[src/rtl/dmi_req_arbiter.sv]
// Round-robin arbiter sharing one DMI request/response channel between several
// debug requesters; an in-order ID FIFO routes each response back to its issuer.

package dm;
    typedef enum logic [1:0] {
        DTM_NOP   = 2'h0,
        DTM_READ  = 2'h1,
        DTM_WRITE = 2'h2
    } dtm_op_e;

    typedef struct packed {
        logic [6:0]  addr;
        dtm_op_e     op;
        logic [31:0] data;
    } dmi_req_t;

    typedef struct packed {
        logic [31:0] data;
        logic [1:0]  resp;
    } dmi_resp_t;
endpackage

module dmi_req_arbiter #(
    parameter int unsigned NumReq         = 2,
    parameter int unsigned MaxOutstanding = 4
) (
    input  logic                             clk_i,
    input  logic                             rst_ni,
    input  logic                             dmi_clear_i,
    input  dm::dmi_req_t [NumReq-1:0]        req_i,
    input  logic [NumReq-1:0]                req_valid_i,
    output logic [NumReq-1:0]                req_ready_o,
    output dm::dmi_resp_t                    resp_o,
    output logic [NumReq-1:0]                resp_valid_o,
    input  logic [NumReq-1:0]                resp_ready_i,
    output dm::dmi_req_t                     dmi_req_o,
    output logic                             dmi_req_valid_o,
    input  logic                             dmi_req_ready_i,
    input  dm::dmi_resp_t                    dmi_resp_i,
    input  logic                             dmi_resp_valid_i,
    output logic                             dmi_resp_ready_o,
    output logic [$clog2(MaxOutstanding):0]  outstanding_o,
    output logic                             resp_drop_o
);

    localparam int unsigned IdxW = $clog2(NumReq);
    localparam int unsigned PtrW = (MaxOutstanding > 1) ? $clog2(MaxOutstanding) : 1;
    localparam int unsigned CntW = $clog2(MaxOutstanding) + 1;

    function automatic logic [IdxW-1:0] req_inc(input logic [IdxW-1:0] idx);
        logic [IdxW-1:0] res;
        if (idx == IdxW'(NumReq - 1)) begin
            res = {IdxW{1'b0}};
        end else begin
            res = idx + IdxW'(1);
        end
        return res;
    endfunction

    function automatic logic [PtrW-1:0] ptr_inc(input logic [PtrW-1:0] ptr);
        logic [PtrW-1:0] res;
        if (ptr == PtrW'(MaxOutstanding - 1)) begin
            res = {PtrW{1'b0}};
        end else begin
            res = ptr + PtrW'(1);
        end
        return res;
    endfunction

    logic [IdxW-1:0] rr_q, rr_d;
    logic            lock_q, lock_d;
    logic [IdxW-1:0] gnt_q, gnt_d;
    logic [PtrW-1:0] wr_ptr_q, wr_ptr_d;
    logic [PtrW-1:0] rd_ptr_q, rd_ptr_d;
    logic [CntW-1:0] cnt_q, cnt_d;
    logic            drop_q, drop_d;
    logic [IdxW-1:0] fifo_q [MaxOutstanding];

    logic [IdxW:0]   sum_s;
    logic [IdxW-1:0] scan_gnt_s;
    logic [IdxW-1:0] grant_s;
    logic [IdxW-1:0] head_s;
    logic            full_s;
    logic            empty_s;
    logic            accept_s;
    logic            pop_s;

    // Round-robin scan: walk downward so the last hit is the nearest requester at or above rr
    always_comb begin
        scan_gnt_s = rr_q;
        sum_s      = {(IdxW+1){1'b0}};
        for (int k = NumReq - 1; k >= 0; k--) begin
            sum_s = {1'b0, rr_q} + (IdxW+1)'(k);
            if (sum_s >= (IdxW+1)'(NumReq)) begin
                sum_s = sum_s - (IdxW+1)'(NumReq);
            end else begin
                sum_s = sum_s;
            end
            if (req_valid_i[sum_s[IdxW-1:0]]) begin
                scan_gnt_s = sum_s[IdxW-1:0];
            end else begin
                scan_gnt_s = scan_gnt_s;
            end
        end
    end

    // Grant selection and the combinational request path
    always_comb begin
        if (lock_q) begin
            grant_s = gnt_q;
        end else begin
            grant_s = scan_gnt_s;
        end
        full_s    = (cnt_q == CntW'(MaxOutstanding));
        dmi_req_o = req_i[grant_s];
        // rst_ni gating keeps the handshake quiet while reset is held
        dmi_req_valid_o = req_valid_i[grant_s] & ~full_s & ~dmi_clear_i & rst_ni;
        for (int i = 0; i < NumReq; i++) begin
            req_ready_o[i] = (grant_s == IdxW'(i)) & dmi_req_ready_i & ~full_s
                             & ~dmi_clear_i & rst_ni;
        end
        accept_s = dmi_req_valid_o & dmi_req_ready_i;
    end

    // Response routing to the requester at the FIFO head, or discard when nothing is pending
    always_comb begin
        empty_s      = (cnt_q == {CntW{1'b0}});
        head_s       = fifo_q[rd_ptr_q];
        resp_o       = dmi_resp_i;
        resp_valid_o = {NumReq{1'b0}};
        if (!empty_s) begin
            resp_valid_o[head_s] = dmi_resp_valid_i;
            dmi_resp_ready_o     = resp_ready_i[head_s];
            pop_s                = dmi_resp_valid_i & resp_ready_i[head_s];
            drop_d               = 1'b0;
        end else begin
            resp_valid_o     = {NumReq{1'b0}};
            dmi_resp_ready_o = 1'b1;
            pop_s            = 1'b0;
            drop_d           = dmi_resp_valid_i;
        end
    end

    // Next-state for arbitration, lock and FIFO bookkeeping; a clear wins over everything
    always_comb begin
        rr_d     = rr_q;
        lock_d   = lock_q;
        gnt_d    = gnt_q;
        wr_ptr_d = wr_ptr_q;
        rd_ptr_d = rd_ptr_q;
        cnt_d    = cnt_q;
        if (dmi_clear_i) begin
            rr_d     = {IdxW{1'b0}};
            lock_d   = 1'b0;
            gnt_d    = {IdxW{1'b0}};
            wr_ptr_d = {PtrW{1'b0}};
            rd_ptr_d = {PtrW{1'b0}};
            cnt_d    = {CntW{1'b0}};
        end else begin
            if (accept_s) begin
                rr_d     = req_inc(grant_s);
                lock_d   = 1'b0;
                wr_ptr_d = ptr_inc(wr_ptr_q);
            end else if (dmi_req_valid_o) begin
                lock_d = 1'b1;
                gnt_d  = grant_s;
            end else begin
                lock_d = lock_q;
            end
            if (pop_s) begin
                rd_ptr_d = ptr_inc(rd_ptr_q);
            end else begin
                rd_ptr_d = rd_ptr_q;
            end
            case ({accept_s, pop_s})
                2'b10:   cnt_d = cnt_q + CntW'(1);
                2'b01:   cnt_d = cnt_q - CntW'(1);
                default: cnt_d = cnt_q;
            endcase
        end
    end

    // Control state registers
    always_ff @(posedge clk_i or negedge rst_ni) begin
        if (!rst_ni) begin
            rr_q     <= {IdxW{1'b0}};
            lock_q   <= 1'b0;
            gnt_q    <= {IdxW{1'b0}};
            wr_ptr_q <= {PtrW{1'b0}};
            rd_ptr_q <= {PtrW{1'b0}};
            cnt_q    <= {CntW{1'b0}};
            drop_q   <= 1'b0;
        end else begin
            rr_q     <= rr_d;
            lock_q   <= lock_d;
            gnt_q    <= gnt_d;
            wr_ptr_q <= wr_ptr_d;
            rd_ptr_q <= rd_ptr_d;
            cnt_q    <= cnt_d;
            drop_q   <= drop_d;
        end
    end

    // ID FIFO storage; accept_s is already suppressed during a clear
    always_ff @(posedge clk_i or negedge rst_ni) begin
        if (!rst_ni) begin
            for (int i = 0; i < MaxOutstanding; i++) begin
                fifo_q[i] <= {IdxW{1'b0}};
            end
        end else if (accept_s) begin
            fifo_q[wr_ptr_q] <= grant_s;
        end else begin
            fifo_q[wr_ptr_q] <= fifo_q[wr_ptr_q];
        end
    end

    assign outstanding_o = cnt_q;
    assign resp_drop_o   = drop_q;

endmodule

[config.mk]
export PLATFORM = sky130hd
export DESIGN_NAME = dmi_req_arbiter
export DESIGN_NICKNAME = d
export VERILOG_FILES = /design/src/rtl/dmi_req_arbiter.sv
export SDC_FILE = /design/constraint.sdc
export NUM_CORES = 1
export LEC_CHECK = 0
export ABC_AREA = 1
export CAP_MARGIN = 20
export CORE_MARGIN = 5
export CORE_UTILIZATION = 25
export DETAILED_ROUTE_END_ITERATION = 10
export GPL_TIMING_DRIVEN = 0
export HOLD_SLACK_MARGIN = 0.12
export PLACE_DENSITY = 0.81
export SLEW_MARGIN = 20
export SYNTH_ARGS = -nofsm -noshare
export SYNTH_HDL_FRONTEND = slang
export SYNTH_SLANG_ARGS = --single-unit
[constraint.sdc]
create_clock -name clk_i -period 2.15 [get_ports clk_i]
set_input_delay 0.215 -clock clk_i [delete_from_list [all_inputs] [get_ports clk_i]]
set_output_delay 0.215 -clock clk_i [all_outputs]
set_load 0.05 [all_outputs]
# [Yosys cells after proc, flatten, opt, wreduce, memory -nomap -nowiden]
# Index checks and enable logic that the tools add are counted.
[totals] in_bits=125 word_cells=112 reg_bits=15 output_inout_bits=85
[classes] n_addsub=8 eq_ne=6 muxes=49 n_bitwise=19 n_reduce_logical=9 order_cmp=10
[ops] op="two-way mux 41 bit" n=2
[ops] op="two-way mux 1 bit" n=31
[ops] op="two-way mux 2 bit" n=7
[ops] op="bitwise AND 1 bit" n=13
[ops] op="bitwise mux 4 bit" n=2
[ops] op="less-than comparator 1 x 2 -> 1 bit, second input constant" n=4
[ops] op="== test 2 bit, second input constant" n=3
[ops] op="greater-or-equal comparator 3 bit, second input constant" n=2
[ops] op="NOT 2 -> 3 bit" n=2
[ops] op="one-hot mux 3 bit (2 select lines)" n=1
[ops] op="nonzero test 2 bit" n=3
[ops] op="nonzero test 3 bit" n=2
[ops] op="adder 2 x 1 -> 2 bit, second input constant" n=2
[ops] op="binary-select mux 1 bit (select 2 bit)" n=2
[ops] op="two-way mux 4 bit" n=1
[ops] op="adder 3 x 1 -> 3 bit, second input constant" n=1
[ops] op="== test 3 bit, second input constant" n=1
[ops] op="logical NOT 3 bit" n=1
[ops] op="less-than comparator 3 x 1 -> 1 bit, second input constant" n=1
[ops] op="two-way mux 3 bit" n=1
[ops] op="NOT 1 bit" n=3
[ops] op="subtractor 3 x 1 -> 3 bit, second input constant" n=1
[ops] op="adder 1 x 1 -> 2 bit, second input constant" n=1
[ops] op="bitwise AND 2 bit" n=1
[ops] op="11 further kinds" n=13

# [Depth between registers and ports, before layout]
[depth] word_depth=17 depth_mapped=16 ltp_nobuf=16

# [Worst setup path after synthesis]
# No wires, ideal clock.
[synth_path] path_kind="register -> register" startpoint="register cnt_q[1], in the netlist outstanding_o[1]" endpoint="register cnt_q[2], in the netlist outstanding_o[2]" setup_time_ps=119 path_slack_ps=-144 t_required_ps=2031 synth_period_minus_slack_ps=2294 t_arrival_ps=2175 path_buffers=0 stages_incl_launch_ff=15 cell_sequence="dfrtp_1 > inv_1 > nand3_2 > nand3_4 > nor2_8 > nand3_4 > nand2_4 > inv_1 > fa_1 > xnor2_1 > inv_1 > nand4_1 > nand2_1 > nand2_1 > nand2_1"
[synth_between] elab_chain_cells=9 word_cells_on_any_way=15 cone_classes="2 x add/sub; 3 x eq/ne; 3 x mux; 5 x bitwise; 2 x reduce/logical"
[synth_rtl] item="from (decl)" line="75" text="logic [CntW-1:0] cnt_q, cnt_d;"
[synth_rtl] item="from (signal assigned)" line="191" text="cnt_q <= {CntW{1'b0}};"
[synth_rtl] item="from (signal assigned)" line="199" text="cnt_q <= cnt_d;"
[synth_rtl] item="== test 3 bit" line="114" text="full_s = (cnt_q == CntW'(MaxOutstanding));"
[synth_rtl] item="NOT 1 bit" line="117" text="dmi_req_valid_o = req_valid_i[grant_s] & ~full_s & ~dmi_clear_i & rst_ni;"
[synth_rtl] item="bitwise AND 1 bit (3 in a row)" line="117"
[synth_rtl] item="bitwise AND 1 bit" line="122" text="accept_s = dmi_req_valid_o & dmi_req_ready_i;"
[synth_rtl] item="== test 2 x 1 -> 1 bit or == test 2 bit (tied branches)" line="175" text="case ({accept_s, pop_s})"
[synth_rtl] item="one-hot mux 3 bit (2 select lines)" line="175"
[synth_rtl] item="two-way mux 3 bit" line="152" text="if (dmi_clear_i) begin"
# Several ways; a longest one is shown, not always the timed one.
# A chain may end at the register's enable or synchronous reset.

==> run_results.csv <==
group,metric,value,unit
outcome,status,"finished clean",
clocking,cts_buffers,3,
global_routing,grt_max_degree,16,
global_routing,grt_remaining_overflow,0,
critical_path,critPathRequiredTime,1.93,ns
routing,drtPass1Iterations,4,
global_routing,grt_pass1_wl,11800,µm
layout,area_growth,99.3,%
clocking,h-tree-depth,1,
floorplanning,die_area,9210,µm²
layout,fin_util,51.1,%
clocking,clock_latency,0.26,ns
placed_design,dpl.hpwl,6930,µm
synthesis,synthXorXnorAreaFrac,0.474,%
synthesis,synth.area.mux_share,0,%
synthesis,synthAdderAreaFrac,4.47,%
clocking,cts_sinks,15,
floorplanning,die_y,96.0,µm
synthesis,synth_cell_types,26,
floorplanning,io_pins,210,
sta,hold_viol,0,
synthesis,syn_nets,437,
sta,finalWorstSetupSlack,0.0469,ns
synthesis,synth_top_family_by_area,"simple AND/OR/NAND/NOR gates",
floorplanning,rows,31,
global_routing,antenna_found_initial,0,
critical_path,worst-path-max-fanout,10,
critical_path,crit_path_end_kind,"output pin",
sta,report.final.slew_viol_count,0,
synthesis,syn_avg_cell_area,6.04,µm²
critical_path,start_kind,"input port",
critical_path,crit_type,"input port to output pin",
placed_design,place_congestion,0.798,
global_routing,track_usage,16.2,%
flow_run,maxCapViolations,0,
synthesis,syn_area,1850,µm²
clocking,clkTransAtPathRegs,0.07,ns
floorplanning,initial_utilization,25.6,%
sta,clock_skew,0.00388,ns
placed_design,placed_cells,580,
floorplanning,die_w,96.0,µm
floorplanning,core_region_area,7210,µm²
routing,drc,0,
global_routing,grt_pass1_vias,2556,
sta,rsz0062_at_grt,"true",
clocking,root_buffer,"clkbuf_8",
synthesis,netlist_instances,306,
sta,finalSetupViolations,0,
clocking,ctsLongestPathBuffers,2,
pwr,p_per_area,662,nW/µm²
synthesis,seq_area_frac_synth,20.3,%
sta,fmax,475,MHz
hold_path,hold_path_class,"flip-flop to flip-flop",
routing,antenna_left,0,
layout,finalNonFillerCells,586,
layout,diodes,0,
synthesis,synth.ff_latch_count,15,
sta,fin_crit_sh,97.8,%
placed_design,port_buffers,175,
routing,avgViaCountPerCell,4.22,
critical_path,critPathArrivalTime,1.89,ns
clocking,tritoncts,"yes",
synthesis,synth_compound_area_share,4.94,%
sta,hold_slack,0.499,ns
routing,finalWirelength,7900,µm
critical_path,r2r_setup_slack,0.09,ns
routing,avgRoutedWirePerCell,13.5,µm
routing,first_iter_violations,64,
sta,slew_headroom,52.1,%
routing,vias,2470,
placed_design,place_ws,-0.765,ns
sta,worst_pin_slew,0.716,ns
layout,layout-drive-gt1-share,24.8,%
layout,fin_nets,619,
pwr,vdd_drop_max,0.229,mV
pwr,leakagePower,1.89,nW
synthesis,synthSimpleGateAreaFrac,47.5,%
sta,period_needed,2.10,ns
synthesis,ys_warn_count,0,
layout by cell type, fill, tap and decap left out, types with 2 or more instances in the layout:
cell type and count:
a21oi_1 4, buf_2 13, buf_4 54, clkbuf_2 5, clkbuf_4 16, clkbuf_8 3
clkdlybuf4s15_2 2, clkdlybuf4s50_1 127, dfrtp_1 11, dfrtp_2 4, dlygate4sd2_1 3, ha_1 5
inv_1 24, inv_2 4, nand2_1 151, nand2_2 5, nand3_1 14, nand3_2 7
nand3_4 2, nand4_1 4, nor2_1 7, o211ai_1 4, o21ai_0 4, o21ai_1 3
report_power, final:
part	switching (mW)	internal, mW
logic	1.12	0.626
clock network	0.113	0.129
registers	0.0934	0.361
critical path: stages:
cell	delay, ns
clkdlybuf4s50_1	0.51
inv_1	0.08
nand2_1	0.08
nand3_2	0.11
nand2_2	0.12
buf_4	0.20
buf_4	0.19
nand2_1	0.06
nand2_1	0.09
clkbuf_4	0.24
synthesized netlist by cell type:
library cell	instances	area share, %
buf_4	35	14
clkbuf_1	3	0.61
nor3_1	2	0.54
nor2_8	1	1.1
inv_1	24	4.9
nand4_1	4	1.4
fa_1	1	1.1
o22ai_1	1	0.34
dfrtp_1	15	20
inv_2	4	0.81
nand3_2	7	3.8
buf_2	6	1.6
ha_1	5	3.4
o21ai_0	4	1.1
o211ai_1	4	1.6
clkinv_1	1	0.20
xnor2_1	1	0.47
nor2_1	7	1.4
a21oi_1	4	1.1
nor2_4	1	0.61
nand2_1	151	31
nand2_2	5	1.7
nand3_1	14	3.8
nand3_4	2	1.9
o21ai_1	3	0.81
nand2_4	1	0.61
layer usage:
layer  up-vias  part of all wire [%]  track usage, %  wire [µm]
met5         -                     0               0          0
met4         0                   1.1            4.15         90
met3         7                   7.4            3.99        587
met2       108                    52            28.3       4130
li1       1266                     -               -          -
met1      1089                    39            19.9       3100
worst paths after layout:
check                                  from                to  depth (start not counted)
setup reg to reg           outstanding_o[1]  outstanding_o[2]                         13
hold / removal                        gnt_q             gnt_q                          2
min in group asynchronous            rst_ni       resp_drop_o                          2
hold reg to reg                       gnt_q             gnt_q                          2
max in group asynchronous            rst_ni       rd_ptr_q[0]                          2
setup / recovery             req_valid_i[1]     dmi_req_o[30]                         10
cell type report:
type | count | area, µm²
Sequential cell | 15 | 380
Clock buffer | 3 | 41.3
Timing Repair Buffer | 177 | 1630
Fill cell | 725 | 3530
Clock inverter | 1 | 5.00
Multi-Input combinational cell | 218 | 1080
Inverter | 29 | 109
Buffer | 44 | 315
Tap cell | 99 | 124
flip-flops by register name (all words and copies together), names as in the netlist:
signal / count
fifo_q: 4
outstanding_o: 3
rd_ptr_q: 2
wr_ptr_q: 2
gnt_q: 1
lock_q: 1
resp_drop_o: 1
rr_q: 1
timing repair:
| action | CTS | global route |
|---|---|---|
| resized for setup | 217 | 44 |
| hold buffers | 1 | 0 |
| endpoints found under the setup margin | 49 | 45 |
| endpoints found under the hold margin | 15 | 0 |
| pin swaps | 0 | 0 |
| buffers inserted | 1 | 0 |
cell families after synthesis:
| group | Yosys count |
|---|---|
| and+or+nand+nor | 195 |
| buffers and inverters | 73 |
| AOI/OAI and AO/OA | 16 |
| DFF | 15 |
| adders and majority gates | 6 |
| xor gates and xnor gates | 1 |
through the flow:
step / setup TNS (ns) / instance area [µm²] / total power [mW]
global placement: -22.79 / 3730 / 2.18
global route: -1.42 / 3680 / 2.61
finish: 0 / 3680 / 2.44
CTS: 0 / 3710 / 2.43
floorplan: 0 / 1850 / 1.58
detailed placement: -25.15 / 3730 / 2.22
Power figures use the tool's default switching activity.
